==> src/rtl/counter_pkg.sv <==
// counter_pkg: FSM state encoding and direction levels shared with up_down_counter
package counter_pkg;
    typedef enum logic [1:0] {
        S_UP    = 2'b00,
        S_DOWN  = 2'b01,
        S_PAUSE = 2'b10
    } state_t;
    localparam logic DIR_UP   = 1'b1;
    localparam logic DIR_DOWN = 1'b0;
endpackage

==> src/rtl/btn_debounce.sv <==
// btn_debounce: synchronise, debounce and edge-detect one raw push-button
module btn_debounce #(
    parameter int SYNC_STAGES     = 2,
    parameter int DEBOUNCE_CYCLES = 4
) (
    input  logic clk,
    input  logic reset,
    input  logic raw,
    output logic level,
    output logic press
);
    localparam int CW = $clog2(DEBOUNCE_CYCLES + 1);
    localparam logic [CW-1:0] CMAX = CW'(DEBOUNCE_CYCLES - 1);
    logic [SYNC_STAGES-1:0] sync;
    logic [CW-1:0] cnt;
    logic db_q;
    logic s;
    assign s = sync[SYNC_STAGES-1];
    assign press = level & ~db_q;
    always_ff @(posedge clk or negedge reset)
        if (!reset) begin
            sync  <= '0;
            cnt   <= '0;
            level <= 1'b0;
            db_q  <= 1'b0;
        end else begin
            sync <= {sync[SYNC_STAGES-2:0], raw};
            db_q <= level;
            if (s == level)
                cnt <= '0;
            else if (cnt == CMAX) begin
                level <= s;
                cnt   <= '0;
            end else
                cnt <= cnt + 1'b1;
        end
endmodule

==> src/rtl/counter_dir_ctrl.sv <==
// counter_dir_ctrl: turns debounced up/down/pause presses into direction and enable levels
module counter_dir_ctrl
    import counter_pkg::*;
#(
    parameter int SYNC_STAGES     = 2,
    parameter int DEBOUNCE_CYCLES = 4
) (
    input  logic       clk,
    input  logic       reset,
    input  logic       btn_up,
    input  logic       btn_down,
    input  logic       btn_pause,
    output logic       up_down,
    output logic       count_en,
    output logic       dir_changed,
    output logic [1:0] state
);
    logic [2:0] raw, pr, unused_level;
    state_t cur, nxt, resume;
    logic nud, legal;
    assign raw = {btn_pause, btn_down, btn_up};
    assign state = cur;
    for (genvar b = 0; b < 3; b++) begin : g_btn
        btn_debounce #(.SYNC_STAGES(SYNC_STAGES), .DEBOUNCE_CYCLES(DEBOUNCE_CYCLES)) u_db (
            .clk(clk), .reset(reset), .raw(raw[b]), .level(unused_level[b]), .press(pr[b])
        );
    end
    // pause wins over everything; up+down together cancels out
    always_comb begin
        legal  = cur == S_UP || cur == S_DOWN || cur == S_PAUSE;
        resume = up_down ? S_UP : S_DOWN;
        nxt    = pr[2] ? (cur == S_PAUSE ? resume : S_PAUSE) :
                 (pr[0] & ~pr[1]) ? S_UP :
                 (pr[1] & ~pr[0]) ? S_DOWN :
                 legal ? cur : S_UP;
        nud    = nxt == S_UP ? DIR_UP : nxt == S_DOWN ? DIR_DOWN : up_down;
    end
    always_ff @(posedge clk or negedge reset)
        if (!reset) begin
            cur         <= S_UP;
            up_down     <= DIR_UP;
            count_en    <= 1'b1;
            dir_changed <= 1'b0;
        end else begin
            cur         <= nxt;
            up_down     <= nud;
            count_en    <= nxt != S_PAUSE;
            dir_changed <= nud != up_down;
        end
endmodule

==> config.mk <==
export PLATFORM = sky130hd
export DESIGN_NAME = counter_dir_ctrl
export DESIGN_NICKNAME = d
export VERILOG_FILES = /design/src/rtl/counter_pkg.sv /design/src/rtl/btn_debounce.sv /design/src/rtl/counter_dir_ctrl.sv
export SDC_FILE = /design/constraint.sdc
export NUM_CORES = 1
export LEC_CHECK = 0
export BUFFER_PORTS_ARGS = -buffer_cell sky130_fd_sc_hd__buf_2
export CORE_MARGIN = 8
export CORE_UTILIZATION = 45
export DETAILED_ROUTE_END_ITERATION = 8
export PLACE_DENSITY = 0.67
export SYNTH_ARGS = -nofsm -noshare
export SYNTH_HDL_FRONTEND = slang
export SYNTH_SLANG_ARGS = --single-unit
==> constraint.sdc <==
create_clock -name clk -period 2.3 [get_ports clk]
set_clock_uncertainty 0.2 [all_clocks]
set_input_delay 0.46 -clock clk [delete_from_list [all_inputs] [get_ports clk]]
set_output_delay 0.46 -clock clk [all_outputs]
set_load 0.1 [all_outputs]
* Yosys cells after proc, flatten, opt, wreduce, memory -nomap -nowiden
Index checks and enable logic that the tools add are counted.
Cells by class: add/subtract/negate cells 3, multiply operators 0, div/mod/pow operators 0, order comparisons 0, equality and inequality tests 11, shift operators 0, muxes and demuxes 14, bitwise operators 13, reduce and logical (&&, ||, !) cells 7
Operator list (number):
- $mux 3 | 6
- $mux 2 | 5
- $add 3x1->3 const B | 3
- $eq 3x2->1 const B | 3
- $not 1->1 | 8
- $reduce_and 2->1 | 3
- $and 1x1->1 | 5
- $eq 2x1->1 const B | 2
- $logic_not 2->1 | 2
- $eq 1x1->1 | 3
- $mux 1 | 3
- $eq 2x2->1 const B | 1
- $logic_or 1x1->1 | 2
- $ne 2x2->1 const B | 1
- $ne 1x1->1 | 1
Word-level totals: register bits 26, bits in latches 0, memory bits (writable) 0, memory bits (read-only) 0, input bits 5, output and inout port bits 5, logic and storage cells 64, memories kept 0

* Logic depth before layout (Yosys ltp)
Gate-level depths: netlist of the first run.
depth in word-level cells 11, mapped depth 4, gate-level depth less buffers 4

* Hierarchy
Synthesis of the first run repeated with hierarchy kept, for this count alone.
Unflattened totals: cell total of the unflattened synthesis 67, area, all modules 1012.2 sq um
Modules (own cells, without submodules):
- btn_debounce | instances 3, cells each 15, area an instance 252.7 sq um, seq. area each 175.2 sq um
- counter_dir_ctrl | instances 1, cells each 22, area an instance 254.0 sq um, seq. area each 127.6 sq um

* Worst setup path before layout of the first run
Ideal clock, no wire load.
kind register to register, start reg cur[1] (netlist: state[1]), end reg cur[0] (netlist: state[0]), setup time 165 ps, arrival 1521 ps, required time 1935 ps, path slack 414 ps, stages on the path, launching flop included 5, path buffers 0, clock period less this slack 1886 ps, cells stage by stage dfrtp_1 > nor2b_1 > maj3_2 > nand2_1 > o41ai_1
On the way: word-level cells in the longest chain between the ends 7, elaborated cells between the ends (all ways) 10, those cells by class eq/ne (2); mux (5); reduce/logical (3)
RTL lines:
- from (decl) | line counter_dir_ctrl.sv:19 | state_t cur, nxt, resume;
- from (signal assigned) | line counter_dir_ctrl.sv:45 | cur <= nxt;
- $eq 2x1->1 or $logic_not 2->1 (tied branches) | line counter_dir_ctrl.sv:30 | legal = cur == S_UP || cur == S_DOWN || cur == S_PAUSE;
- $logic_or 1x1->1 (2 in series) | line counter_dir_ctrl.sv:30
- $mux 2 | line counter_dir_ctrl.sv:35 | legal ? cur : S_UP;
- $mux 2 | line counter_dir_ctrl.sv:34 | (pr[1] & ~pr[0]) ? S_DOWN :
- $mux 2 | line counter_dir_ctrl.sv:33 | (pr[0] & ~pr[1]) ? S_UP :
- $mux 2 * | line counter_dir_ctrl.sv:32 | nxt = pr[2] ? (cur == S_PAUSE ? resume : S_PAUSE) :
- named net nxt[0] | line counter_dir_ctrl.sv:19
The timed path passes the listed nets; every way through them passes the cells marked *. A chain may end at the register's enable or synchronous reset.

* Worst setup path in the final report of the first run
start reg up_down, end out up_down
RTL lines:
- from (decl) | line counter_dir_ctrl.sv:13 | output logic up_down,
- from (signal assigned) | line counter_dir_ctrl.sv:46 | up_down <= nud;
No word-level cell between the ends.

==> results of run 1 <==
==> sequential cells by signal, summed over array words and instances, names as in the netlist <==
register and cells:
g_btn.u_db.sync 6, count_en 1, g_btn.u_db.db_q 3, g_btn.u_db.level 3, g_btn.u_db.cnt 9, up_down 1, dir_changed 1, state 2
==> cell families (layout without fill, tap and decap cells) <==
group                      after synthesis  count (layout)
DFF                                     26              26
adders and majority gates                4               4
buffers and inverters                    2              15
and+or+nand+nor                         24              24
muxes                                    3               3
xor gates and xnor gates                 3               3
AOI/OAI and AO/OA                       11              11
==> area by class of cell <==
cell class | count | area, µm²
fill | 190 | 1040
sequential | 26 | 653
multi-input combinational | 45 | 329
timing repair buffer | 10 | 55.1
clock buffer | 4 | 36.3
tap | 28 | 35.0
inverter | 1 | 3.75
==> stage by stage <==
| step | area, µm² | hold WS, ps | util, % | setup slack [ps] |
|---|---|---|---|---|
| floorplan | 991 | -35.6 | - | 414 |
| global placement | 1070 | 132 | 49.6 | 642 |
| detailed placement | 1070 | 137 | 49.6 | 636 |
| CTS | 1110 | 31.3 | 51.8 | 268 |
| global route | 1110 | 20.2 | 51.8 | 230 |
| finish | 1110 | 44.0 | 51.8 | 286 |
==> cells in the mapped netlist, drive strengths merged <==
cell type  count  area share (%)
o21ai          1            0.50
dfrtp         24              61
nor2b          5             3.2
dfstp          2             5.3
nand2b         2             1.5
nor3b          5             3.8
a21bo          1             1.0
ha             3             3.8
mux2           3             3.4
nor2           2            0.76
nand2          4             1.5
buf            1            0.50
and2b          2             1.8
nand3          1            0.50
nor3           3             1.5
o22ai          2             1.3
inv            1            0.38
maj3           1             1.1
a2bb2oi        1            0.88
o22a           1            0.88
o41ai          1            0.88
a21oi          3             1.5
xnor2          3             2.7
a211oi         1            0.76
==> worst max-delay path by stage <==
stage	from	endpoint	slack, ps	cells past startpoint
after detailed placement	up_down$_DFF_PN1_	up_down	640	1
after floorplan	state[1]$_DFF_PN0_	state[0]$_DFF_PN0_	410	4
after global placement	up_down$_DFF_PN1_	up_down	640	1
after global routing	up_down$_DFF_PN1_	up_down	230	1
final	up_down$_DFF_PN1_	up_down	290	1
after CTS	up_down$_DFF_PN1_	up_down	270	1
==> routing by layer <==
metal	share of wire [%]	vias to the layer above	GRT usage, %
li1	-	278	-
met1	47	276	8.81
met2	41	15	9.86
met3	8.6	4	3.23
met4	3.2	0	5.13
met5	0	-	0
==> what timing repair did <==
action,4_1_cts,5_1_grt
endpoints found under the setup margin,0,0
hold endpoints to repair,24,0
hold buffers,1,0
==> flow_metrics.tcl, run 1 <==
set metrics [dict create \
    regToRegSetupSlack_ps 870 \
    synth_cell_types 26 \
    cts_resized 0 \
    cts_tree "done" \
    syn_nets 81 \
    start_kind "flop" \
    crit_required_ps 1640 \
    synth_warnings 0 \
    io_buffer_count 9 \
    diodes 0 \
    first_pass_iters 4 \
    fin_nets 95 \
    r2r_cells 4 \
    num_rows 17 \
    cts_setup_buffers 0 \
    slew-limit-headroom_pct 64.1 \
    synth_compound_area_share_pct 7.70 \
    vias 573 \
    path_class "flop to output pin" \
    timing.rr.end "dir_changed$_DFF_PN0_" \
    whs_endpoint "g_btn[2].u_db.sync[0]$_DFF_PN0_" \
    max_freq_mhz 497 \
    htreeDepth 1 \
    reg2reg_from "g_btn[1].u_db.level$_DFFE_PN0P_" \
    hold_class "input port to flop" \
    status "finished, final reports clean" \
    drive_above_1_share_pct 24.4 \
    avgSynthCellArea_um2 13.6 \
    layoutNonFillerInstCount 114 \
    max_stage_delay_ps 600 \
    synth_adder_area_share_pct 4.92 \
    worstHoldPathCells 1 \
    grt_max_degree 27 \
    coreArea_um2 2150 \
    grt_usage_pct 7.24 \
    drc 0 \
    start_util_pct 46.1 \
    antenna_found_initial 0 \
    path_max_fanout 7 \
    synth_simple_gate_area_share_pct 14.5 \
    syn_area_um2 991 \
    slew_viol_final 0 \
    arrival_ps 1350 \
    clock_latency_ps 310 \
    final.setup.tns_ps 0 \
    drt_wl_total_mm 1.25 \
    die_x_um 62.9 \
    grt_pass1_vias 546 \
    root_buffer "clkbuf_4" \
    cts.path.max_buffers 2 \
    synth.mux.area_fraction_pct 3.41 \
    period_share_pct 87.6 \
    synth.yosys.seq_area_share_pct 65.9 \
    endpoint_kind "output pin" \
    path_buf_inv 1 \
    area_growth_syn_to_layout_pct 12.2 \
    final_cell_mix "dfrtp_1 (24), buf_2 (9), nor2b_1 (5), nor3b_1 (5), nand2_1 (4)" \
    synth_xor_area_share_pct 2.65 \
    dieArea_um2 3960 \
    setup-violations-final 0 \
    post-dp-hpwl_um 937 \
    num_io_pins 10 \
    grt_pass1_wl_mm 2.30 \
    hold_violations 0 \
    clkTransAtPathRegs_ps 130 \
    rsz0062_at_grt "no" \
    via_per_inst 5.03 \
    min_from "btn_pause" \
    layout_commonest_cell "dfrtp_1" \
    synthCells 73 \
    path_cells "buf_2" \
    grt-ovfl-total 0 \
    finalCriticalPeriod_ps 2010 \
    dp_cells 109 \
    cp_top_family "flip-flops" \
    cap_violations 0 \
    cts.sinks 26 \
    crit_path_top_delay_cell "dfstp_2" \
    antenna_left 0 \
    wire_per_inst_um 11.0 \
    ys_ff_latch 26 \
    gp_congestion 0.841 \
    worstMarginPinSlew_ps 539 \
    cts_made_buffers 3 \
    die_h_um 62.9 \
    drt_iter0_markers 21 \
    synth_top_family_by_area "simple AND/OR/NAND/NOR gates" \
]
Power of run 1 is left out: the tool's default activity adds up to more than one toggle a clock period on the data nets, which glitch-free logic cannot reach.
==> inputs of run 2 (changes only) <==
--- a/config.mk
+++ b/config.mk
@@ -6,6 +6,7 @@
 export NUM_CORES = 1
 export LEC_CHECK = 0
 export BUFFER_PORTS_ARGS = -buffer_cell sky130_fd_sc_hd__buf_2
+export CORE_ASPECT_RATIO = 0.8
 export CORE_MARGIN = 8
 export CORE_UTILIZATION = 45
 export DETAILED_ROUTE_END_ITERATION = 8
==> run 2 against run 1 <==
Final cell count decreased by 2.6%. Wire length increased by 5.9%. Die area increased by 0.24%. Non-clock buffer count unchanged. Core utilization increased by 1.3 points. Sequential share of layout area decreased by 0.65 points. Via count decreased by 1.4%. First-iteration DRC count decreased by 48%. Register-to-register slack got worse by 20 ps. Critical path type unchanged. Largest cell class unchanged.
==> flow_metrics.tcl, run 2 (synthesized netlist as in run 1, its figures left out) <==
set metrics [dict create \
    die_x_um 68.5 \
    highest_layer "met4" \
    crit_path_top_delay_cell "dfstp_2" \
    io_buffer_count 9 \
    grt_max_degree 27 \
    path_cells "buf_2" \
    hold_class "input port to flop" \
    status "finished, final reports clean" \
    worstMarginPinSlew_ps 543 \
    hold_violations 0 \
    first_pass_iters 4 \
    max_stage_delay_ps 610 \
    crit_required_ps 1640 \
    power.density_nw_per_um2 1520 \
    p_leak_nw 0.522 \
    multi_input_area_um2 329 \
    die_h_um 58.0 \
    cap_violations 0 \
    wl_met2_um 608 \
    finalCriticalPeriod_ps 2020 \
    cp_top_family "flip-flops" \
    slew_viol_final 0 \
    clock_latency_ps 310 \
    drive_above_1_share_pct 24.4 \
    largest_reg_flops 9 \
    path_class "flop to output pin" \
    final_cell_mix "dfrtp_1 (24), buf_2 (9), nor2b_1 (5), nor3b_1 (5), nand2_1 (4)" \
    grt_usage_pct 8.63 \
    cts_made_buffers 3 \
    fillers 186 \
    wl_met1_um 632 \
    htreeDepth 1 \
    period_share_pct 87.7 \
    coreArea_um2 2120 \
    setup-violations-final 0 \
    cts.path.max_buffers 2 \
    clkTransAtPathRegs_ps 130 \
    start_kind "flop" \
    root_buffer "clkbuf_4" \
    drt_wl_total_mm 1.33 \
    antenna_left 0 \
    grt_pass1_wl_mm 2.62 \
    rsz0062_at_grt "no" \
    top_register "g_btn.u_db.cnt" \
    pre_cts_ws_ps 632 \
    wl_met3_um 69 \
    diodes 0 \
    area.sequential_um2 653 \
    post-dp-hpwl_um 982 \
    antenna_found_initial 0 \
    wire_per_inst_um 12.0 \
    dieArea_um2 3970 \
    ir_drop_uv 775 \
    grt_pass1_vias 598 \
    setup_ws_ps 282 \
    final.setup.tns_ps 0 \
    arrival_ps 1360 \
    cts_tree "done" \
    start_util_pct 46.7 \
    largestRegisters "g_btn.u_db.cnt (9), g_btn.u_db.sync (6)" \
    cts_resized 0 \
    cts.sinks 26 \
    area_growth_syn_to_layout_pct 13.5 \
    drc 0 \
    vias 565 \
    grt-ovfl-total 0 \
    num_rows 15 \
    drt_iter0_markers 11 \
    path_max_fanout 7 \
    num_io_pins 10 \
    endpoint_kind "output pin" \
    layout_commonest_cell "dfrtp_1" \
    gp_congestion 0.784 \
    slew-limit-headroom_pct 63.8 \
    fin_nets 95 \
    via_per_inst 5.09 \
    path_buf_inv 1 \
    max_freq_mhz 495 \
]
[run 2: cell types whose count changed in the layout (fill, tap and decap cells not counted)]
cell,change
clkbuf_8,-1
bufinv_16,+1
[run 2: final timing paths]
kind,from,cells past startpoint,slack [ps],end
min reg2reg,g_btn[2].u_db.sync[0]$_DFF_PN0_,0,170,g_btn[2].u_db.sync[1]$_DFF_PN0_
min,btn_pause,1,40,g_btn[2].u_db.sync[0]$_DFF_PN0_
max in group asynchronous,reset,2,1080,count_en$_DFF_PN1_
min in group asynchronous,reset,2,450,g_btn[2].u_db.cnt[2]$_DFF_PN0_
max,up_down$_DFF_PN1_,1,280,up_down
max reg2reg,g_btn[1].u_db.level$_DFFE_PN0P_,4,850,dir_changed$_DFF_PN0_
[run 2: worst register-to-register path: stages (launching register included)]
cell and delay, ps:
dfrtp_1 440, and2b_4 200, nor2_1 220, a2bb2oi_1 210
o22ai_1 80
[run 2: what timing repair did]
item                      in CTS  in global routing
setup buffers                  0                  0
hold endpoints to repair      24                  0
hold buffers                   1                  0
[run 2: routing by layer]
metal  vias to the layer above  GRT usage (%)
met5                         -              0
met4                         0           3.50
met3                         2           4.42
met2                         7           12.5
met1                       277           10.5
li1                        279              -
[run 2: metrics by stage]
step	instances	hold slack, ps	cell area [µm²]	power, mW	utilization [%]
after CTS	111	28.6	1120	1.73	53.0
after global placement	106	132	1060	1.41	50.1
after floorplan	73	-35.6	991	1.32	-
after detailed placement	106	145	1060	1.43	50.1
final	111	44.4	1120	1.71	53.0
after global routing	111	9.13	1120	1.85	53.0
[run 2: layout make-up]
type                       count  share of cell area, %
sequential                    26                   58.1
timing repair buffer          10                   4.89
inverter                       1                  0.334
clock inverter                 1                   2.67
tap                           25                   2.78
clock buffer                   3                   2.00
multi-input combinational     45                   29.3
[run 2: power breakdown]
part / switching [mW] / internal [mW] / total [mW]
logic: 0.479 / 0.237 / 0.715
clock network: 0.123 / 0.176 / 0.299
registers: 0.0915 / 0.607 / 0.698
total: 0.693 / 1.02 / 1.71
No activity file was read; power rests on OpenSTA's default activity.
